### src/rtl/l1_cache_pkg.sv
// Shared definitions for the N-way L1 cache controller.
//   l1_state_e   : controller FSM states
//   SRC_*        : data_src encodings (arbiter line vs CPU write data)
//   ADDR_*       : wb_addr_sel encodings (CPU address vs stored tag)
package l1_cache_pkg;

   typedef enum logic [2:0] {
      ST_IDLE,
      ST_LOOKUP,
      ST_WB,
      ST_FILL,
      ST_RESP
   } l1_state_e;

   localparam logic SRC_ARB  = 1'b0;
   localparam logic SRC_CPU  = 1'b1;

   localparam logic ADDR_CPU = 1'b0;
   localparam logic ADDR_TAG = 1'b1;

endpackage

### src/rtl/l1_perf_counter.sv
// Saturating performance counter.
//   clk, rst : clock, asynchronous active-high reset
//   inc      : increment request for this cycle
//   count    : current value, holds at all-ones
module l1_perf_counter #(
   parameter int CNT_W = 32
) (
   input  logic             clk,
   input  logic             rst,
   input  logic             inc,
   output logic [CNT_W-1:0] count
);

   logic [CNT_W-1:0] count_q;

   always_ff @(posedge clk or posedge rst) begin
      if (rst) begin
         count_q <= '0;
      end else if (inc && (count_q != {CNT_W{1'b1}})) begin
         count_q <= count_q + CNT_W'(1);
      end
   end

   assign count = count_q;

endmodule

### src/rtl/l1_cache_ctrl_nway.sv
// Control FSM for an N-way set-associative write-back/write-allocate L1.
//   CPU side  : mem_read, mem_write in; mem_resp out
//   Datapath  : hit, hit_way, victim_way, victim_dirty in;
//               sel_way, load_data, data_src, load_tag, load_dirty,
//               dirty_in, load_lru, lru_way, wb_addr_sel out
//   Arbiter   : arb_resp in; arb_read, arb_write out
//   Counters  : hit_count, miss_count, wb_count (saturating)
//
// state  | meaning
// IDLE   | waiting for a CPU request, hit/miss decided here
// WB     | writing back the dirty victim line
// FILL   | fetching the line into the latched victim way
// LOOKUP | one settle cycle after the fill, re-checks hit
// RESP   | completes the CPU access, updates LRU
module l1_cache_ctrl_nway
   import l1_cache_pkg::*;
#(
   parameter int WAYS  = 2,
   parameter int WAY_W = $clog2(WAYS),
   parameter int CNT_W = 32
) (
   input  logic             clk,
   input  logic             rst,
   input  logic             mem_read,
   input  logic             mem_write,
   input  logic             hit,
   input  logic [WAY_W-1:0] hit_way,
   input  logic [WAY_W-1:0] victim_way,
   input  logic             victim_dirty,
   input  logic             arb_resp,
   output logic             mem_resp,
   output logic             arb_read,
   output logic             arb_write,
   output logic             wb_addr_sel,
   output logic [WAY_W-1:0] sel_way,
   output logic             load_data,
   output logic             data_src,
   output logic             load_tag,
   output logic             load_dirty,
   output logic             dirty_in,
   output logic             load_lru,
   output logic [WAY_W-1:0] lru_way,
   output logic [CNT_W-1:0] hit_count,
   output logic [CNT_W-1:0] miss_count,
   output logic [CNT_W-1:0] wb_count
);

   l1_state_e        state_q, state_d;
   logic [WAY_W-1:0] v_way_q, v_way_d;
   logic             hit_inc, miss_inc, wb_inc;
   logic             req;

   assign req = mem_read | mem_write;

   always_ff @(posedge clk or posedge rst) begin
      if (rst) begin
         state_q <= ST_IDLE;
         v_way_q <= '0;
      end else begin
         state_q <= state_d;
         v_way_q <= v_way_d;
      end
   end

   always_comb begin
      state_d     = state_q;
      v_way_d     = v_way_q;
      mem_resp    = 1'b0;
      arb_read    = 1'b0;
      arb_write   = 1'b0;
      wb_addr_sel = ADDR_CPU;
      sel_way     = '0;
      load_data   = 1'b0;
      data_src    = SRC_ARB;
      load_tag    = 1'b0;
      load_dirty  = 1'b0;
      dirty_in    = 1'b0;
      load_lru    = 1'b0;
      lru_way     = '0;
      hit_inc     = 1'b0;
      miss_inc    = 1'b0;
      wb_inc      = 1'b0;
      // Outputs are combinational, so reset must force them low explicitly
      // (IDLE alone would still pass hit_way through on sel_way).
      if (!rst) begin
         sel_way = hit_way;
         unique case (state_q)
            ST_IDLE: begin
               if (req) begin
                  if (hit) begin
                     state_d = ST_RESP;
                     hit_inc = 1'b1;
                  end else begin
                     v_way_d  = victim_way;
                     state_d  = victim_dirty ? ST_WB : ST_FILL;
                     miss_inc = 1'b1;
                  end
               end
            end
            ST_WB: begin
               arb_write   = 1'b1;
               wb_addr_sel = ADDR_TAG;
               sel_way     = v_way_q;
               if (arb_resp) begin
                  state_d = ST_FILL;
                  wb_inc  = 1'b1;
               end
            end
            ST_FILL: begin
               arb_read = 1'b1;
               sel_way  = v_way_q;
               data_src = SRC_ARB;
               if (arb_resp) begin
                  load_data  = 1'b1;
                  load_tag   = 1'b1;
                  load_dirty = 1'b1;
                  dirty_in   = 1'b0;
                  state_d    = ST_LOOKUP;
               end
            end
            ST_LOOKUP: begin
               // A miss here (line evicted under us) is retried as a fresh
               // miss but not counted again.
               if (hit) begin
                  state_d = ST_RESP;
               end else begin
                  v_way_d = victim_way;
                  state_d = victim_dirty ? ST_WB : ST_FILL;
               end
            end
            ST_RESP: begin
               mem_resp = 1'b1;
               load_lru = 1'b1;
               lru_way  = hit_way;
               sel_way  = hit_way;
               if (mem_write) begin
                  load_data  = 1'b1;
                  data_src   = SRC_CPU;
                  load_dirty = 1'b1;
                  dirty_in   = 1'b1;
               end
               state_d = ST_IDLE;
            end
            default: state_d = ST_IDLE;
         endcase
      end
   end

   l1_perf_counter #(.CNT_W(CNT_W)) u_hit_cnt (
      .clk(clk), .rst(rst), .inc(hit_inc), .count(hit_count)
   );

   l1_perf_counter #(.CNT_W(CNT_W)) u_miss_cnt (
      .clk(clk), .rst(rst), .inc(miss_inc), .count(miss_count)
   );

   l1_perf_counter #(.CNT_W(CNT_W)) u_wb_cnt (
      .clk(clk), .rst(rst), .inc(wb_inc), .count(wb_count)
   );

endmodule

### config.mk
export PLATFORM = sky130hd
export DESIGN_NAME = l1_cache_ctrl_nway
export DESIGN_NICKNAME = d
export VERILOG_FILES = /design/src/rtl/l1_cache_pkg.sv /design/src/rtl/l1_perf_counter.sv /design/src/rtl/l1_cache_ctrl_nway.sv
export SDC_FILE = /design/constraint.sdc
export NUM_CORES = 1
export LEC_CHECK = 0
export CELL_PAD_IN_SITES_DETAIL_PLACEMENT = 1
export CELL_PAD_IN_SITES_GLOBAL_PLACEMENT = 2
export CORE_ASPECT_RATIO = 0.6
export CORE_MARGIN = 2
export CORE_UTILIZATION = 34
export DETAILED_ROUTE_END_ITERATION = 6
export GPL_ROUTABILITY_DRIVEN = 0
export PLACE_DENSITY_LB_ADDON = 0.1
export SLEW_MARGIN = 20
export SYNTH_ARGS = -nofsm -noshare
export SYNTH_HDL_FRONTEND = slang
export SYNTH_SLANG_ARGS = --single-unit
### constraint.sdc
create_clock -name clk -period 7.35 [get_ports clk]
set_input_delay 2.205 -clock clk [delete_from_list [all_inputs] [get_ports clk]]
set_output_delay 2.205 -clock clk [all_outputs]
set_load 0.01 [all_outputs]
=== Word level (Yosys, flattened, before mapping) ===
Cells that the tools add are included.

* Register bits after elaboration: 100
* Input bits: 9
* Output and inout bits: 108

* Add/sub/neg operators: 3
* Equal/unequal tests: 10
* Multiplexer cells: 37
* Bitwise operators: 2
* Reduce and logical (&&, ||, !) cells: 8

{| class="wikitable"
|+ Operator list
! kind !! count
|-
| adder 32 x 1 -> 32 bit, second input constant || 3
|-
| inequality test 32 bit, second input constant || 3
|-
| 2-to-1 mux 1 bit || 30
|-
| 2-to-1 mux 3 bit || 4
|-
| case mux 3 bit (4 select lines) || 1
|-
| equality test 3 x 2 -> 1 bit, second input constant || 2
|-
| inequality test 2 bit, second input constant || 3
|-
| case mux 1 bit (2 select lines) || 2
|-
| AND reduction 4 bit || 1
|-
| equality test 3 x 1 -> 1 bit, second input constant || 1
|-
| equality test 3 bit, second input constant || 1
|-
| logical AND 1 bit || 3
|-
| logical NOT 3 bit || 1
|-
| AND reduction 3 bit || 1
|-
| nonzero test 2 bit || 1
|-
| OR reduction 2 bit || 1
|-
| inverter 1 bit || 1
|-
| OR 1 bit || 1
|}

=== Longest topological paths before layout ===
Gate-level depths: netlist of run 1.

* Word-level depth: 5
* Depth in mapped cells: 8
* Gate-level depth less buffers: 6

=== Modules after synthesis ===
Synthesis of run 1 repeated with hierarchy kept, for this count alone.

* Cell total of the unflattened synthesis: 465
* Area total of the unflattened synthesis: 5,054.8 sq um

{| class="wikitable"
|+ By module, submodules not included
! module !! times used !! cells each !! area an instance (sq um) !! seq. area each (sq um)
|-
| l1_perf_counter (u_hit_cnt ...) || 2 || 139 || 1,561.5 || 800.8
|-
| l1_perf_counter (u_wb_cnt) || 1 || 143 || 1,562.7 || 800.8
|-
| l1_cache_ctrl_nway || 1 || 44 || 369.1 || 100.1
|}

=== Worst setup path after synthesis of run 1 ===
OpenSTA, ideal clock, no wires.

* Path kind: input -> register
* Start: input rst
* End: register v_way_q
* Library setup time: 125 ps
* Arrival time: 5,291 ps
* Required time: 7,225 ps
* Setup slack: 1,934 ps
* Stages: 5
* Cells stage by stage: inv_1 o41ai_1 nor2_1 nand2_1 mux2_2

* Cells in the longest elaborated chain, start to end: 2

{| class="wikitable"
|+ Ends and longest elaborated chain
! element !! line !! source
|-
| start, declared || l1_cache_ctrl_nway.sv:23 || <nowiki>input logic rst,</nowiki>
|-
| inverter 1 bit (no line) || n/a ||
|-
| AND reduction 3 bit (no line) || n/a ||
|-
| end signal, assigned || l1_cache_ctrl_nway.sv:61 || <nowiki>v_way_q <= v_way_d;</nowiki>
|-
| end, declared || l1_cache_ctrl_nway.sv:49 || <nowiki>logic [WAY_W-1:0] v_way_q, v_way_d;</nowiki>
|}

Every way passes these cells.
A chain may end at the register's enable or synchronous reset.

=== Final worst setup path of run 1 ===
* Start: input rst
* End: output load_data

* Cells in the longest elaborated chain, start to end: 1

{| class="wikitable"
|+ Ends and longest elaborated chain
! element !! line !! source
|-
| 2-to-1 mux 1 bit || l1_cache_ctrl_nway.sv:85 || <nowiki>if (!rst) begin</nowiki>
|-
| end, declared || l1_cache_ctrl_nway.sv:36 || <nowiki>output logic load_data,</nowiki>
|}

Every way passes these cells.

==> summary.txt, run 1 <==
Power
  – Psw: 0.3620 mW
  – Pwr dens: 200.8 mW/mm^2
  – Sw Ratio: 26.62%
  – Leakage: 2.782 nW
  – Int Pwr: 0.9981 mW
  – Clock power share: 36.7%
  – Peak supply drop: 0.1000 mV
  – Comb pwr share: 15.4%
  – Fraction of power consumed by sequential logic: 47.9%

Finish
  – Area occupied by multi-input gates: 0.002520 mm^2
  – FF/Latch Area: 0.002502 mm^2
  – Commonest non-fill, non-tap cell in the layout: clkdlybuf4s50_1
  – Core Util, Final: 46.30%
  – Syn-to-layout area delta: 31.66%
  – Most frequent cells in the layout: 116 x clkdlybuf4s50_1, 100 x dfrtp_1, 61 x xnor2_1
  – Nets: 618
  – Proportion of layout cells with a drive suffix above 1: 7.213%
  – Number of diodes: 0
  – Fillers: 1628

Drt
  – Routed met3 length: 625 um
  – Routed length per instance: 17.81 um
  – DR top layer: met4
  – Overall routed net length: 14390 um
  – Via density: 5.213
  – DRC viols: 0
  – Initial DRT Pass Iterations: 6
  – Wl on met1: 7632 um
  – Drt initial violations: 137
  – DR vias: 4212
  – Met2 wire length: 5955 um
  – Post-route ant nets: 0

Setup path
  – Endpoint type of the worst setup path: primary output
  – CP Max Fanout: 7
  – Critical R2R Capture: u_miss_cnt.count[29]$_DFFE_PP0P_
  – Worst path required time: 5.14 ns
  – Worst path arrival time: 4.16 ns
  – Worst Reg-to-Reg Cells: 5
  – R2r startpoint: state_q[0]$_DFFE_PP0P_
  – Setup Crit Path Kind: in -> out
  – Flop2flop setup slack: 4.65 ns
  – CP startpoint kind: primary input

Min path
  – Hold EP: u_miss_cnt.count[28]$_DFFE_PP0P_
  – Hold Path Class: reg -> reg
  – Hold path startpoint: u_miss_cnt.count[28]$_DFFE_PP0P_
  – Hold depth: 1

Clock network
  – Clock sink total: 100
  – CTS hold repair buffers: 0
  – TritonCTS Buffers: 9
  – Bufs on Longest Clock Path: 2
  – H-tree levels: 3
  – CTS resizes: 0
  – Clock Tree Root: clkbuf_16
  – TritonCTS clock tree: done
  – Post CTS Setup Buffer Count: 0
  – Clock slew seen by the registers of the worst setup and hold paths: 0.06 ns
  – Clock Latency Late Sink: 0.34 ns

Global routing
  – Vias in the first global route: 4408
  – Antenna violations before repair: 0
  – Total grt overflow: 0
  – Total GRT Usage: 18.84%
  – First-pass GRT wire length: 23960 um
  – Largest net degree at the start of global routing: 57

Synth
  – Post-Synthesis Net Count: 507
  – Cell Area, Synth: 0.005146 mm^2
  – Ys Warns: 0
  – Synth Register Bits: 100
  – Avg Inst Size Synth: 10.40 um^2
  – Async set-or-reset flop fraction in the synthesized netlist: 100.0%
  – Netlist cell types: 44
  – Post-synth top flop: dfrtp_1
  – Number of synthesized flops with an enable pin: 0
  – Post-synthesis sequential area ratio: 48.63%
  – Synthesized instance count: 495

Timing
  – Worst-Margin Slew: 0.7483 ns
  – Minimum clock period: 6.364 ns
  – Max transition margin: 49.70%
  – Number of endpoints failing setup at the final stage: 0
  – Final Cycle Share: 86.58%
  – Pins Over Slew Limit: 0
  – Final Hold Viols: 0
  – Worst setup margin: 0.9863 ns
  – RSZ-0062 raised after global routing: no
  – Clock Skew: 0.005356 ns
  – Final setup TNS: 0 ns
  – FMAX: 157.1 MHz

Placed design
  – Post-DP HPWL: 10600 um
  – Pre-CTS setup slack: 0.9897 ns
  – Buffers on Ports: 116

Floorplan
  – I/O Pins: 117
  – Core Area: 0.01463 mm^2
  – FP Rows: 34
  – Initial Util: 35.17%
  – Die Area: 0.01617 mm^2
  – DIE HEIGHT: 99.30 um
  – Die Width: 162.8 um

Outcome
  – Outcome: complete, no violations

Flow run
  – Max_cap viols: 0
Yosys cell counts (2+ instances only):
master	n	area share, %
a21oi_1	4	0.39
and4_1	12	2.0
nor3_2	5	0.97
nand4_1	42	5.1
a31oi_1	2	0.24
nor2_1	29	2.1
nand3_1	42	4.1
nor4_1	7	0.85
or2_2	2	0.24
nor4_2	8	1.9
inv_1	9	0.66
or4_1	2	0.29
xnor2_1	61	10
dfrtp_1	100	49
ha_1	3	0.73
clkbuf_1	6	0.44
nor3_1	17	1.7
buf_2	4	0.39
nor4b_2	4	1.2
nand2_1	47	3.4
o21ai_0	2	0.19
buf_4	5	0.73
and3_1	23	2.8
mux2_2	4	0.88
and2_1	7	0.85
xor2_1	30	5.1
worst max path at each step:
stage	to	slack (ns)	from
3_3_place_gp	load_dirty	1.01	rst
6_report	load_data	0.99	rst
2_1_floorplan	v_way_q$_DFFE_PP0P_	1.93	rst
5_1_grt	load_dirty	0.90	rst
4_1_cts	load_data	0.98	rst
3_5_place_dp	load_data	0.99	rst
flip-flops by register name (all words and copies together) (netlist names):
register          count
u_hit_cnt.count      32
u_miss_cnt.count     32
u_wb_cnt.count       32
state_q               3
v_way_q               1
metrics by stage:
step                      power (mW)  area [um^2]  cells  hold slack, ns
after floorplan               0.7559         5146    495          0.4786
after global routing           1.433         6775    808          0.5256
after detailed placement      0.8736         6469    793          0.4868
final                          1.360         6775    808          0.4909
after CTS                      1.387         6769    808          0.5015
after global placement        0.8651         6469    793          0.4804
worst max-delay path, stage by stage:
cell             delay, ns
clkdlybuf4s50_1       0.62
nor3_4                0.42
and3_1                0.26
or2_2                 0.13
clkdlybuf4s50_1       0.52
cells by family (layout without fill, tap and decap cells):
group,count (synthesis),after routing,share of synthesized area [%]
DFF,100,100,48.63
muxes,6,6,1.289
xor gates and xnor gates,91,91,15.49
adders and majority gates,3,3,0.7295
AOI/OAI and AO/OA,13,13,1.872
buffers and inverters,26,141,2.528
and+or+nand+nor,256,256,29.47
area by class of cell:
cell class | count | area share [%]
inverter | 9 | 0.5355
clock buffer | 13 | 3.546
timing repair buffer | 117 | 17.25
clock inverter | 2 | 0.8864
tap | 198 | 3.657
sequential | 100 | 36.93
multi-input combinational | 369 | 37.19
metal layers:
metal  GRT usage, %  up-vias
li1               -     1986
met1          28.91     2111
met2          26.66      100
met3          4.045       15
met4          5.037        0
met5              0        -
power by group through the flow:
stage	Sequential (mW)	Clock [mW]	Combinational (mW)
after floorplan	0.652	0	0.104
after global placement	0.657	0	0.208
after detailed placement	0.661	0	0.213
after CTS	0.651	0.521	0.215
after global routing	0.661	0.540	0.233
final	0.651	0.499	0.210
Note: power is estimated with default switching activity, not from simulation.
==> run 2: changes to the inputs <==
--- a/config.mk
+++ b/config.mk
@@ -9,7 +9,8 @@
 export CELL_PAD_IN_SITES_GLOBAL_PLACEMENT = 2
 export CORE_ASPECT_RATIO = 0.6
 export CORE_MARGIN = 2
-export CORE_UTILIZATION = 34
+export CORE_UTILIZATION = 35
+export CTS_BUF_LIST = sky130_fd_sc_hd__clkbuf_2 sky130_fd_sc_hd__clkbuf_4 sky130_fd_sc_hd__clkbuf_8
 export DETAILED_ROUTE_END_ITERATION = 6
 export GPL_ROUTABILITY_DRIVEN = 0
 export PLACE_DENSITY_LB_ADDON = 0.1
==> run 2 against run 1 <==
Worst hold slack improved by 0.0081 ns. Highest routed layer unchanged. Power fell by 12%. Sequential share of layout area rose by 0.66 points. Largest cell class unchanged. Maximum frequency rose by 0.36%. Die area fell by 2.8%. Clock-buffer cell count fell by 3. Critical path type unchanged. Clock power fell by 32%. Critical path depth did not move.
==> summary.txt, run 2 (synthesis gave the netlist of run 1 again) <==
Setup path
  – CP startpoint kind: primary input
  – Worst Path Buf+Inv: 2 (unchanged)
  – Worst Reg-to-Reg Cells: 5 (unchanged)
  – R2r startpoint: state_q[0]$_DFFE_PP0P_
  – CP top delay family: buffers and inverters
  – Worst path required time: 5.14 ns (about the same)
  – Most used cell, CP: clkdlybuf4s50_1
  – CP startpoint: rst
  – CP cell instances: clkdlybuf4s50_1 > nor3_4 > and3_1 > or2_2 > clkdlybuf4s50_1
  – Worst path arrival time: 4.14 ns (-0.02 ns)
  – Setup Crit Path Kind: in -> out
  – Critical R2R Capture: u_miss_cnt.count[29]$_DFFE_PP0P_
  – Crit-path slowest cell: clkdlybuf4s50_1
  – Delay of the slowest critical-path stage: 0.61 ns (about the same)
  – CP Capture Point: load_data
  – Endpoint type of the worst setup path: primary output
  – Levels on crit path: 5 (unchanged)
  – Flop2flop setup slack: 4.62 ns (-0.03 ns)
  – CP Max Fanout: 7 (unchanged)

Drt
  – Initial DRT Pass Iterations: 4 (-2)
  – DR vias: 4216 (+0.095%)
  – Drt initial violations: 208 (+52%)
  – Post-route ant nets: 0 (unchanged)
  – Overall routed net length: 14360 um (-0.18%)
  – Via density: 5.211 (about the same)
  – Routed length per instance: 17.75 um (-0.30%)
  – DRC viols: 0 (unchanged)

Finish
  – Nets: 619 (+0.16%)
  – Fillers: 1598 (-1.8%)
  – Proportion of layout cells with a drive suffix above 1: 8.020% (+0.81 points)
  – Area occupied by multi-input gates: 0.002520 mm^2 (unchanged)
  – Number of diodes: 0 (unchanged)
  – Syn-to-layout area delta: 29.35%
  – Commonest non-fill, non-tap cell in the layout: clkdlybuf4s50_1
  – Most frequent cells in the layout: 116 x clkdlybuf4s50_1, 100 x dfrtp_1, 61 x xnor2_1
  – FF/Latch Area: 0.002502 mm^2 (unchanged)

Timing
  – Hold_ws: 0.4990 ns (+0.008075 ns)
  – Number of endpoints failing setup at the final stage: 0 (unchanged)
  – Final setup TNS: 0 ns (unchanged)
  – Worst-Margin Slew: 0.7681 ns (+0.01975 ns)
  – Pins Over Slew Limit: 0 (unchanged)
  – RSZ-0062 raised after global routing: no
  – Final Cycle Share: 86.27% (-0.31 points)
  – Clock Skew: 0.01743 ns (+0.01207 ns)
  – Max transition margin: 48.64% (-1.1 points)
  – FMAX: 157.7 MHz (+0.36%)
  – Minimum clock period: 6.341 ns (-0.02302 ns)
  – Final Hold Viols: 0 (unchanged)

Power
  – Pwr dens: 180.3 mW/mm^2 (-10%)
  – Leakage: 2.736 nW (-1.6%)
  – Peak supply drop: 0.1086 mV (+8.6%)
  – Total power: 1.200 mW (-12%)

Clock network
  – Clock sink total: 100 (unchanged)
  – TritonCTS clock tree: done
  – TritonCTS Buffers: 9 (unchanged)
  – Clock Latency Late Sink: 0.37 ns (+0.03 ns)
  – Clock slew seen by the registers of the worst setup and hold paths: 0.10 ns (+0.04 ns)
  – Post CTS Setup Buffer Count: 0 (unchanged)
  – H-tree levels: 3 (unchanged)
  – CTS resizes: 0 (unchanged)
  – CTS hold repair buffers: 0 (unchanged)
  – Bufs on Longest Clock Path: 2 (unchanged)
  – Clock Tree Root: clkbuf_8

Flow run
  – Max_cap viols: 0 (unchanged)

Floorplan
  – Core Area: 0.01442 mm^2 (-1.5%)
  – Initial Util: 35.68% (+0.52 points)
  – Die Width: 160.5 um (-1.4%)
  – Die Area: 0.01572 mm^2 (-2.8%)
  – DIE HEIGHT: 97.93 um (-1.4%)
  – FP Rows: 34 (unchanged)
  – I/O Pins: 117 (unchanged)

Global routing
  – Largest net degree at the start of global routing: 57 (unchanged)
  – Vias in the first global route: 4253 (-3.5%)
  – Antenna violations before repair: 0 (unchanged)
  – Total grt overflow: 0 (unchanged)
  – Total GRT Usage: 18.55% (-0.29 points)
  – First-pass GRT wire length: 23340 um (-2.6%)

Outcome
  – Outcome: complete, no violations

Placed design
  – Post-DP HPWL: 10630 um (+0.34%)
  – Buffers on Ports: 116 (unchanged)

Min path
  – Hold Path Class: reg -> reg
-- run 2: cell types whose count changed in the layout (fill, tap and decap cells not counted) --
| cell | delta |
|---|---|
| clkbuf_8 | +10 |
| clkbuf_16 | -9 |
| clkbuf_1 | -4 |
| bufinv_16 | -2 |
| clkinv_2 | +2 |
| inv_6 | +2 |
| buf_4 | +1 |
| clkinv_4 | +1 |
-- run 2: worst reg2reg max path, cell delays in order (launching register included) --
cell and delay (ns):
dfrtp_1 0.50, nor3_4 0.41, and3_1 0.35, nand4_1 0.65, nor4b_1 0.59, xor2_1 0.17
-- run 2: area by class of cell --
class                   count  area share [%]
flip-flops and latches    100           37.59
clock inverters             5          0.5451
clock buffers              10           2.068
multi-input cells         369           37.86
repair buffers            118           17.67
well taps                 198           3.722
inverters                   9          0.5451
-- run 2: worst min-delay path by stage --
stage                                        to  depth (start not counted)  slack, ns                              from
5_1_grt        u_miss_cnt.count[15]$_DFFE_PP0P_                          1       0.52  u_miss_cnt.count[15]$_DFFE_PP0P_
4_1_cts        u_miss_cnt.count[31]$_DFFE_PP0P_                          1       0.51  u_miss_cnt.count[31]$_DFFE_PP0P_
3_5_place_dp     u_hit_cnt.count[9]$_DFFE_PP0P_                          1       0.49    u_hit_cnt.count[9]$_DFFE_PP0P_
2_1_floorplan               v_way_q$_DFFE_PP0P_                          1       0.48               v_way_q$_DFFE_PP0P_
6_report         u_hit_cnt.count[5]$_DFFE_PP0P_                          1       0.50    u_hit_cnt.count[5]$_DFFE_PP0P_
3_3_place_gp   u_miss_cnt.count[31]$_DFFE_PP0P_                          1       0.48  u_miss_cnt.count[31]$_DFFE_PP0P_
-- run 2: where the power goes --
group,internal (mW),switching [mW]
Sequential,0.586,0.0642
Combinational,0.115,0.0967
Clock,0.133,0.205
-- run 2: metal layers --
| metal | vias up | share of wire (%) | GRT usage (%) |
|---|---|---|---|
| li1 | 1991 | - | - |
| met1 | 2133 | 53 | 28.89 |
| met2 | 83 | 41 | 26.43 |
| met3 | 9 | 4.7 | 4.376 |
| met4 | 0 | 0.63 | 2.911 |
| met5 | - | 0 | 0 |
-- run 2: through the flow --
stage	area [um^2]	setup slack [ns]	instances	utilization, %
floorplan	5146	1.934	495	-
global placement	6476	1.073	794	44.91
detailed placement	6476	1.018	794	44.91
CTS	6650	1.002	809	46.11
global route	6656	0.8920	809	46.16
finish	6656	1.009	809	46.16
